### src/rtl/dfg_arbiter.sv
// Round-robin arbiter sharing one double-Feynman gate stage (p=a, q=a^b, r=a^c) among N_REQ requesters.
// Define DFG_ARB_PASSES_EN for per-request pass counts; otherwise every request gets exactly one pass.
module dfg_arbiter #(
  parameter int N_REQ  = 4,
  parameter int PASS_W = 3
) (
  input  logic                       clk,
  input  logic                       rst,
  input  logic [N_REQ-1:0]           req_valid,
  output logic [N_REQ-1:0]           req_ready,
  input  logic [3*N_REQ-1:0]         req_data,
`ifdef DFG_ARB_PASSES_EN
  input  logic [PASS_W*N_REQ-1:0]    req_passes,
`endif
  output logic                       rsp_valid,
  input  logic                       rsp_ready,
  output logic [2:0]                 rsp_data,
  output logic [$clog2(N_REQ)-1:0]   rsp_id,
  output logic                       busy
);

  localparam int ID_W = $clog2(N_REQ);

  typedef enum logic [1:0] {IDLE, RUN, DONE} state_t;

  state_t              state_reg, state_next;
  logic [ID_W-1:0]     last_grant_reg;
  logic [ID_W-1:0]     rsp_id_reg;
  logic [2:0]          work_reg;
  logic [PASS_W-1:0]   cnt_reg;
  logic                win_found;
  logic [ID_W-1:0]     win_id;
  logic [2:0]          data_arr   [N_REQ];
  logic [PASS_W-1:0]   passes_arr [N_REQ];

  generate
    for (genvar gi = 0; gi < N_REQ; gi++) begin : g_unpack
      assign data_arr[gi] = req_data[3*gi +: 3];
`ifdef DFG_ARB_PASSES_EN
      assign passes_arr[gi] = req_passes[PASS_W*gi +: PASS_W];
`else
      assign passes_arr[gi] = PASS_W'(1);
`endif
    end
  endgenerate

  // Candidate index (base + off) mod N_REQ; off never exceeds N_REQ, so one wrap suffices.
  function automatic logic [ID_W-1:0] rr_index(input logic [ID_W-1:0] base, input int off);
    int s;
    s = int'(base) + off;
    if (s >= N_REQ) s = s - N_REQ;
    return ID_W'(s);
  endfunction

  always_comb begin
    win_found = 1'b0;
    win_id    = '0;
    for (int i = 1; i <= N_REQ; i++) begin
      if (!win_found && req_valid[rr_index(last_grant_reg, i)]) begin
        win_found = 1'b1;
        win_id    = rr_index(last_grant_reg, i);
      end
    end
  end

  always_ff @(posedge clk) begin
    if (rst) state_reg <= IDLE;
    else     state_reg <= state_next;
  end

  always_comb begin
    state_next = state_reg;
    case (state_reg)
      IDLE: begin
        if (win_found) begin
`ifdef DFG_ARB_PASSES_EN
          state_next = (passes_arr[win_id] == '0) ? DONE : RUN;
`else
          state_next = RUN;
`endif
        end
      end
      RUN:     if (cnt_reg == PASS_W'(1)) state_next = DONE;
      DONE:    if (rsp_ready) state_next = IDLE;
      default: state_next = IDLE;
    endcase
  end

  // The pointer moves only when a response completes, never at accept.
  always_ff @(posedge clk) begin
    if (rst) begin
      last_grant_reg <= ID_W'(N_REQ - 1);
      work_reg       <= '0;
      cnt_reg        <= '0;
      rsp_id_reg     <= '0;
    end else begin
      case (state_reg)
        IDLE: begin
          if (win_found) begin
            work_reg   <= data_arr[win_id];
            cnt_reg    <= passes_arr[win_id];
            rsp_id_reg <= win_id;
          end
        end
        RUN: begin
          work_reg <= {work_reg[2], work_reg[2] ^ work_reg[1], work_reg[2] ^ work_reg[0]};
          cnt_reg  <= cnt_reg - PASS_W'(1);
        end
        DONE:    if (rsp_ready) last_grant_reg <= rsp_id_reg;
        default: ;
      endcase
    end
  end

  // Grant is suppressed during reset so no handshake can complete in that cycle.
  always_comb begin
    req_ready = '0;
    if (state_reg == IDLE && win_found && !rst) req_ready[win_id] = 1'b1;
    rsp_valid = (state_reg == DONE);
    rsp_data  = work_reg;
    rsp_id    = rsp_id_reg;
    busy      = (state_reg != IDLE);
  end

endmodule

### config.mk
export PLATFORM = sky130hd
export DESIGN_NAME = dfg_arbiter
export DESIGN_NICKNAME = d
export VERILOG_FILES = /design/src/rtl/dfg_arbiter.sv
export SDC_FILE = /design/constraint.sdc
export NUM_CORES = 1
export LEC_CHECK = 0
export ABC_CLOCK_PERIOD_IN_PS = 4900
export BUFFER_PORTS_ARGS = -buffer_cell sky130_fd_sc_hd__buf_4
export CORE_ASPECT_RATIO = 0.6
export CORE_MARGIN = 3
export CORE_UTILIZATION = 30
export DETAILED_ROUTE_END_ITERATION = 8
export GPL_TIMING_DRIVEN = 1
export PLACE_DENSITY = 0.6
export REMOVE_ABC_BUFFERS = 1
export SETUP_SLACK_MARGIN = 0.02
export SYNTH_ARGS = -nofsm -noshare
export SYNTH_HDL_FRONTEND = slang
export SYNTH_SLANG_ARGS = --single-unit
### constraint.sdc
create_clock -name clk -period 4.9 [get_ports clk]
set_clock_uncertainty 0.2 [all_clocks]
set_input_delay 1.47 -clock clk [delete_from_list [all_inputs] [get_ports clk]]
set_output_delay 1.47 -clock clk [all_outputs]
set_load 0.02 [all_outputs]
Yosys cells after proc, flatten, opt, wreduce, memory -nomap -nowiden

Cells that the tools add are included.

Register bits: 12
Latch bits: 0
Bits in writable memories: 0
ROM bits: 0
Input bits: 19
Word-level logic and storage cells: 91
Memories kept: 0

Add/sub/neg operators: 9
Multiply operators: 0
Divide/modulo/power cells: 0
Magnitude comparators: 11
Eq/ne operators: 6
Shift operators: 0
Mux-type cells: 37
Bitwise gates (word level): 4
Reduce and logical (&&, ||, !) cells: 18

Operator list:

| cell                                                                          | count |
|---|---|
| 2-bit two-way mux                                                             | 11 |
| 3-bit two-way mux                                                             | 6 |
| 2-bit by 3-bit less-than comparator with 1-bit output (second input constant) | 5 |
| 3-bit binary-select mux with 2-bit select                                     | 2 |
| 3-bit >= comparator (second input constant)                                   | 4 |
| 3-bit case mux with 2 select lines                                            | 2 |
| 1-bit two-way mux                                                             | 9 |
| 1-bit binary-select mux with 2-bit select                                     | 4 |
| 2-bit by 1-bit subtractor with 2-bit output (second input constant)           | 4 |
| 2-bit by 2-bit adder with 3-bit output (second input constant)                | 2 |
| 1-bit logical AND                                                             | 6 |
| 2-bit case mux with 3 select lines                                            | 1 |
| 2-bit AND reduction                                                           | 3 |
| 3-bit AND reduction                                                           | 2 |
| 2-bit by 3-bit adder with 4-bit output (second input constant)                | 1 |
| 4-bit by 3-bit >= comparator with 1-bit output (second input constant)        | 1 |
| 1-bit logical NOT                                                             | 4 |
| 4-bit two-way mux                                                             | 1 |
| 2-bit != test (second input constant)                                         | 2 |
| 2-bit nonzero test                                                            | 2 |
| 2-bit by 1-bit adder with 3-bit output (second input constant)                | 1 |
| 3-bit by 1-bit == test with 1-bit output (second input constant)              | 1 |
| 2-bit inverter with 3-bit output                                              | 1 |
| 3-bit by 1-bit subtractor with 3-bit output (second input constant)           | 1 |
| 8 further kinds                                                               | 9 |

Depth between registers and ports, before layout

Depth in word-level cells: 21
Mapped depth: 7
Mapped depth without buffers: 5

Least setup slack after synthesis

OpenSTA, ideal clock, no wires.

Path type: input to output
From: input req_valid[1]
To: output req_ready[0]
Arrival time: 2.464 ns
Data required time: 3.230 ns
Slack: 0.766 ns
Stages: 6
Buffers on the path: 1
Cell sequence: or4_4 > nand2b_2 > buf_6 > nor2_1 > nand2b_1 > nor2_1

Longest elaborated chain between the ends: 17

Ends and longest elaborated chain:

| element                                                                                                                                              | line | text |
|---|---|---|
| from (decl)                                                                                                                                          | 9    | `input logic [N_REQ-1:0] req_valid,` |
| 1-bit binary-select mux with 2-bit select                                                                                                            | 59   | `if (!win_found && req_valid[rr_index(last_grant_reg, i)]) begin` |
| 1-bit two-way mux (implied by the code)                                                                                                              | 59   |  |
| 1-bit two-way mux                                                                                                                                    | 59   |  |
| 1-bit logical NOT                                                                                                                                    | 59   |  |
| 1-bit logical AND                                                                                                                                    | 59   |  |
| 1-bit two-way mux                                                                                                                                    | 59   |  |
| 1-bit logical NOT                                                                                                                                    | 59   |  |
| 1-bit logical AND                                                                                                                                    | 59   |  |
| 1-bit two-way mux                                                                                                                                    | 59   |  |
| 1-bit logical NOT                                                                                                                                    | 59   |  |
| 1-bit logical AND                                                                                                                                    | 59   |  |
| 2-bit two-way mux                                                                                                                                    | 59   |  |
| 2-bit by 3-bit less-than comparator with 1-bit output (implied by the code) / 2-bit by 1-bit >= comparator with 1-bit output (equally long branches) | 118  | `if (state_reg == IDLE && win_found && !rst) req_ready[win_id] = 1'b1;` |
| 1-bit logical AND (implied by the code)                                                                                                              | 118  |  |
| 1-bit two-way mux (implied by the code)                                                                                                              | 118  |  |
| 1-bit demux with 2-bit select                                                                                                                        | 118  |  |
| 4-bit two-way mux *                                                                                                                                  | 118  |  |
| to (decl)                                                                                                                                            | 10   | `output logic [N_REQ-1:0] req_ready,` |

Every way passes the cells marked *; elsewhere a longest branch is shown, timed or not. The select of a mux whose other input is x is not followed.

Worst setup path in the final report

From: input req_valid[1]
To: output req_ready[2]

Same word-level chain as after synthesis.

==> flow_summary.ini <==
[timing]
setup_viol = 0
holdWs_ps = 309
fmax_mhz = 225
fin_tns_setup_ps = 0
rsz0062_at_grt = false
period_share_pct = 90.6
tightest_slew_ps = 446
finalMaxSlewViolations = 0
relSlewSlack_pct = 70.1
hold_viol = 0
period_minus_slack_ps = 4440

[yosys]
synth_edf_count = 0
yosys.area_share.simple_pct = 27.9
synth_top_flop_cell = dfxtp_1
mappedNetlistArea_um2 = 781
yosysUniqueCellTypes = 31
syn_avg_cell_area_um2 = 8.40
synth_fa_ha_area_share_pct = 3.21
synthArstFlopShare_pct = 0
yosysTopAreaCell = dfxtp_1
ys_seq_area_share_pct = 30.8
synth_top_family_by_area = simple AND/OR/NAND/NOR gates
synth.most_common_cell = nor2_1
synthCells = 93
muxShareOfSynthArea_pct = 11.9
ys_ff_latch = 12
yosysWarnings = 0
synthTopCellsByArea = dfxtp_1, mux2i_1, nor2_1, nor2b_1, ha_1
synth_top_area_share_pct = 30.8
synthXorXnorAreaFrac_pct = 0
synth_compound_area_share_pct = 22.0
ys_top_cells_by_count = nor2_1, dfxtp_1, mux2i_1, nor2b_1

[final_layout]
diodes = 0
syn2layout_area_growth_pct = 37.3
fin_nets = 145
drive_above_1_share_pct = 33.3
fillCellCount = 248

[route]
vias = 782
ant_nets = 0
dr.pass1.iters = 4
wire_per_inst_um = 13.1
drt-vias-per-instance = 5.11
drt_iter0_drc = 29
finalWirelength_mm = 2.01
drc_errors = 0

[placed_design]
gp_congestion = 0.742
dp_hpwl_mm = 1.58
io_buffer_count = 29

[critical_path]
reg2reg_from = last_grant_reg[0]
worstPathMaxFanout = 8
critPathMaxStageDelay_ps = 550
r2r-end = rsp_data[1]
crit_slowest_cell = or4_4
endpoint_kind = output pin
critPathLaunchType = input port
r2r_slack_ps = 3020
cp.required_ps = 3230
r2r_cells = 5
arrival_ps = 2770
crit_type = in -> out
cp_cell_sequence = buf_4 > or4_4 > nand2b_2 > nor2_1 > nand2b_1 > nor2_1 > buf_4

[global_routing]
grt_use_total_pct = 12.6
gr-total-overflow = 0
grt_max_degree = 14
antenna_found_initial = 0
grt_pass1_wl_mm = 3.13
first_global_vias = 700

[hold_path]
hp-start = cnt_reg[1]
whs_endpoint = cnt_reg[1]
hold_depth = 2
hold_path.class = reg -> reg

[power]
pwr-share-comb_pct = 29.0
switching_share_pct = 30.2
clockPowerShare_pct = 33.9
internal-power_w = 0.000224
leakage_nw = 0.478
pwr-share-seq_pct = 37.2
power_density_nw_per_um2 = 300
switchingPower_w = 0.0000970
ir_worst_vdd_mv = 0.162

[floorplan]
rows = 13
start_util_pct = 33.8
core_um2 = 2310
die_x_um = 71.9
dieArea_um2 = 3270
ioPinCount = 30
die_h_um = 45.5

[clock_network]
cts.sinks = 12
cts.clk_slew.worst_paths_ps = 50
postCtsSetupBuffers = 0
clockBufferDepth = 2
cts_root_buffer = clkbuf_8
clk_latency_ps = 240
cts_buffers = 3
cts_tree = yes
cts_max_level = 1
cts_resized = 0
hold_buffers = 0

[job]
drv_cap = 0

[outcome]
status = finished clean
## power groups by stage
stage | registers (W) | clock network, W | logic (W)
global placement | 0.000121 | 0 | 0.0000915
CTS | 0.000119 | 0.000113 | 0.0000939
global route | 0.000120 | 0.000115 | 0.000101
finish | 0.000119 | 0.000109 | 0.0000931
floorplan | 0.000124 | 0 | 0.0000509
detailed placement | 0.000121 | 0 | 0.0000933
## through the flow
| stage | std cells | total power [W] | cell area (um2) | util [%] | setup WS [ps] |
|---|---|---|---|---|---|
| 6_report | 153 | 0.000321 | 1070 | 46.4 | 459 |
| 2_1_floorplan | 90 | 0.000175 | 762 | - | 787 |
| 5_1_grt | 153 | 0.000337 | 1070 | 46.4 | 371 |
| 3_3_place_gp | 149 | 0.000212 | 1020 | 44.0 | 499 |
| 3_5_place_dp | 149 | 0.000214 | 1020 | 44.0 | 464 |
| 4_1_cts | 153 | 0.000326 | 1070 | 46.4 | 454 |
## worst max-delay path, delay by kind of cell
kind                   cells  cell delay, ps
AND/OR/NAND/NOR            5            1000
buffers and inverters      2             290
## worst max-delay path by stage
stage            startpoint      endpoint  slack [ps]  cells after the start
6_report       req_valid[1]  req_ready[2]         460                      7
3_5_place_dp   req_valid[1]  req_ready[2]         460                      7
5_1_grt        req_valid[1]  req_ready[2]         370                      7
2_1_floorplan  req_valid[1]  req_ready[0]         790                      5
4_1_cts        req_valid[1]  req_ready[2]         450                      7
3_3_place_gp   req_valid[1]  req_ready[2]         500                      7
## layer usage
| metal | vias to the layer above | routed length [um] | global-route usage (%) |
|---|---|---|---|
| met5 | - | 0 | 0 |
| met4 | 0 | 23 | 5.62 |
| met3 | 2 | 188 | 5.29 |
| met2 | 30 | 826 | 19.5 |
| met1 | 356 | 969 | 15.4 |
| li1 | 394 | - | - |
## cell type report
class,count,area (um2),area share (%)
clock buffer,4,55.1,5.13
tap,30,37.5,3.50
multi-input combinational,74,507,47.3
inverter,4,15.0,1.40
sequential,12,240,22.4
timing repair buffer,29,218,20.3
## cell families (layout without fill, tap and decap cells)
kind of cell,after synthesis,count (layout)
adder cells (fa/ha/maj),2,2
multiplexers,9,9
flip-flops,12,12
AND/OR/NAND/NOR,41,41
buffers and inverters,7,37
AO/OA/AOI/OAI,22,22
## placed cells by master, fill, tap and decap left out
cell      netlist  routed
mux2_2          2       2
a211oi_1        2       2
nand2b_1        3       3
ha_1            2       2
clkbuf_8        0       4
mux2i_1         7       7
o21bai_1        1       1
a211o_1         2       2
o21ai_0         3       3
nor2_1         16      16
buf_4           0      29
nor2b_1         6       6
a21o_1          1       1
a211oi_2        1       1
or2_2           1       1
nand2b_2        1       1
dfxtp_1        12      12
a22oi_1         3       3
nor3_1          2       2
nand3b_1        3       3
inv_1           4       4
o31a_1          1       1
o31ai_2         1       1
or2_1           1       1
and3b_1         1       1
or4_4           1       1
a21oi_1         4       4
and3_1          2       2
o221ai_1        2       2
nand2_1         4       4
o221ai_2        1       1
No activity file was read; power rests on OpenSTA's default activity.
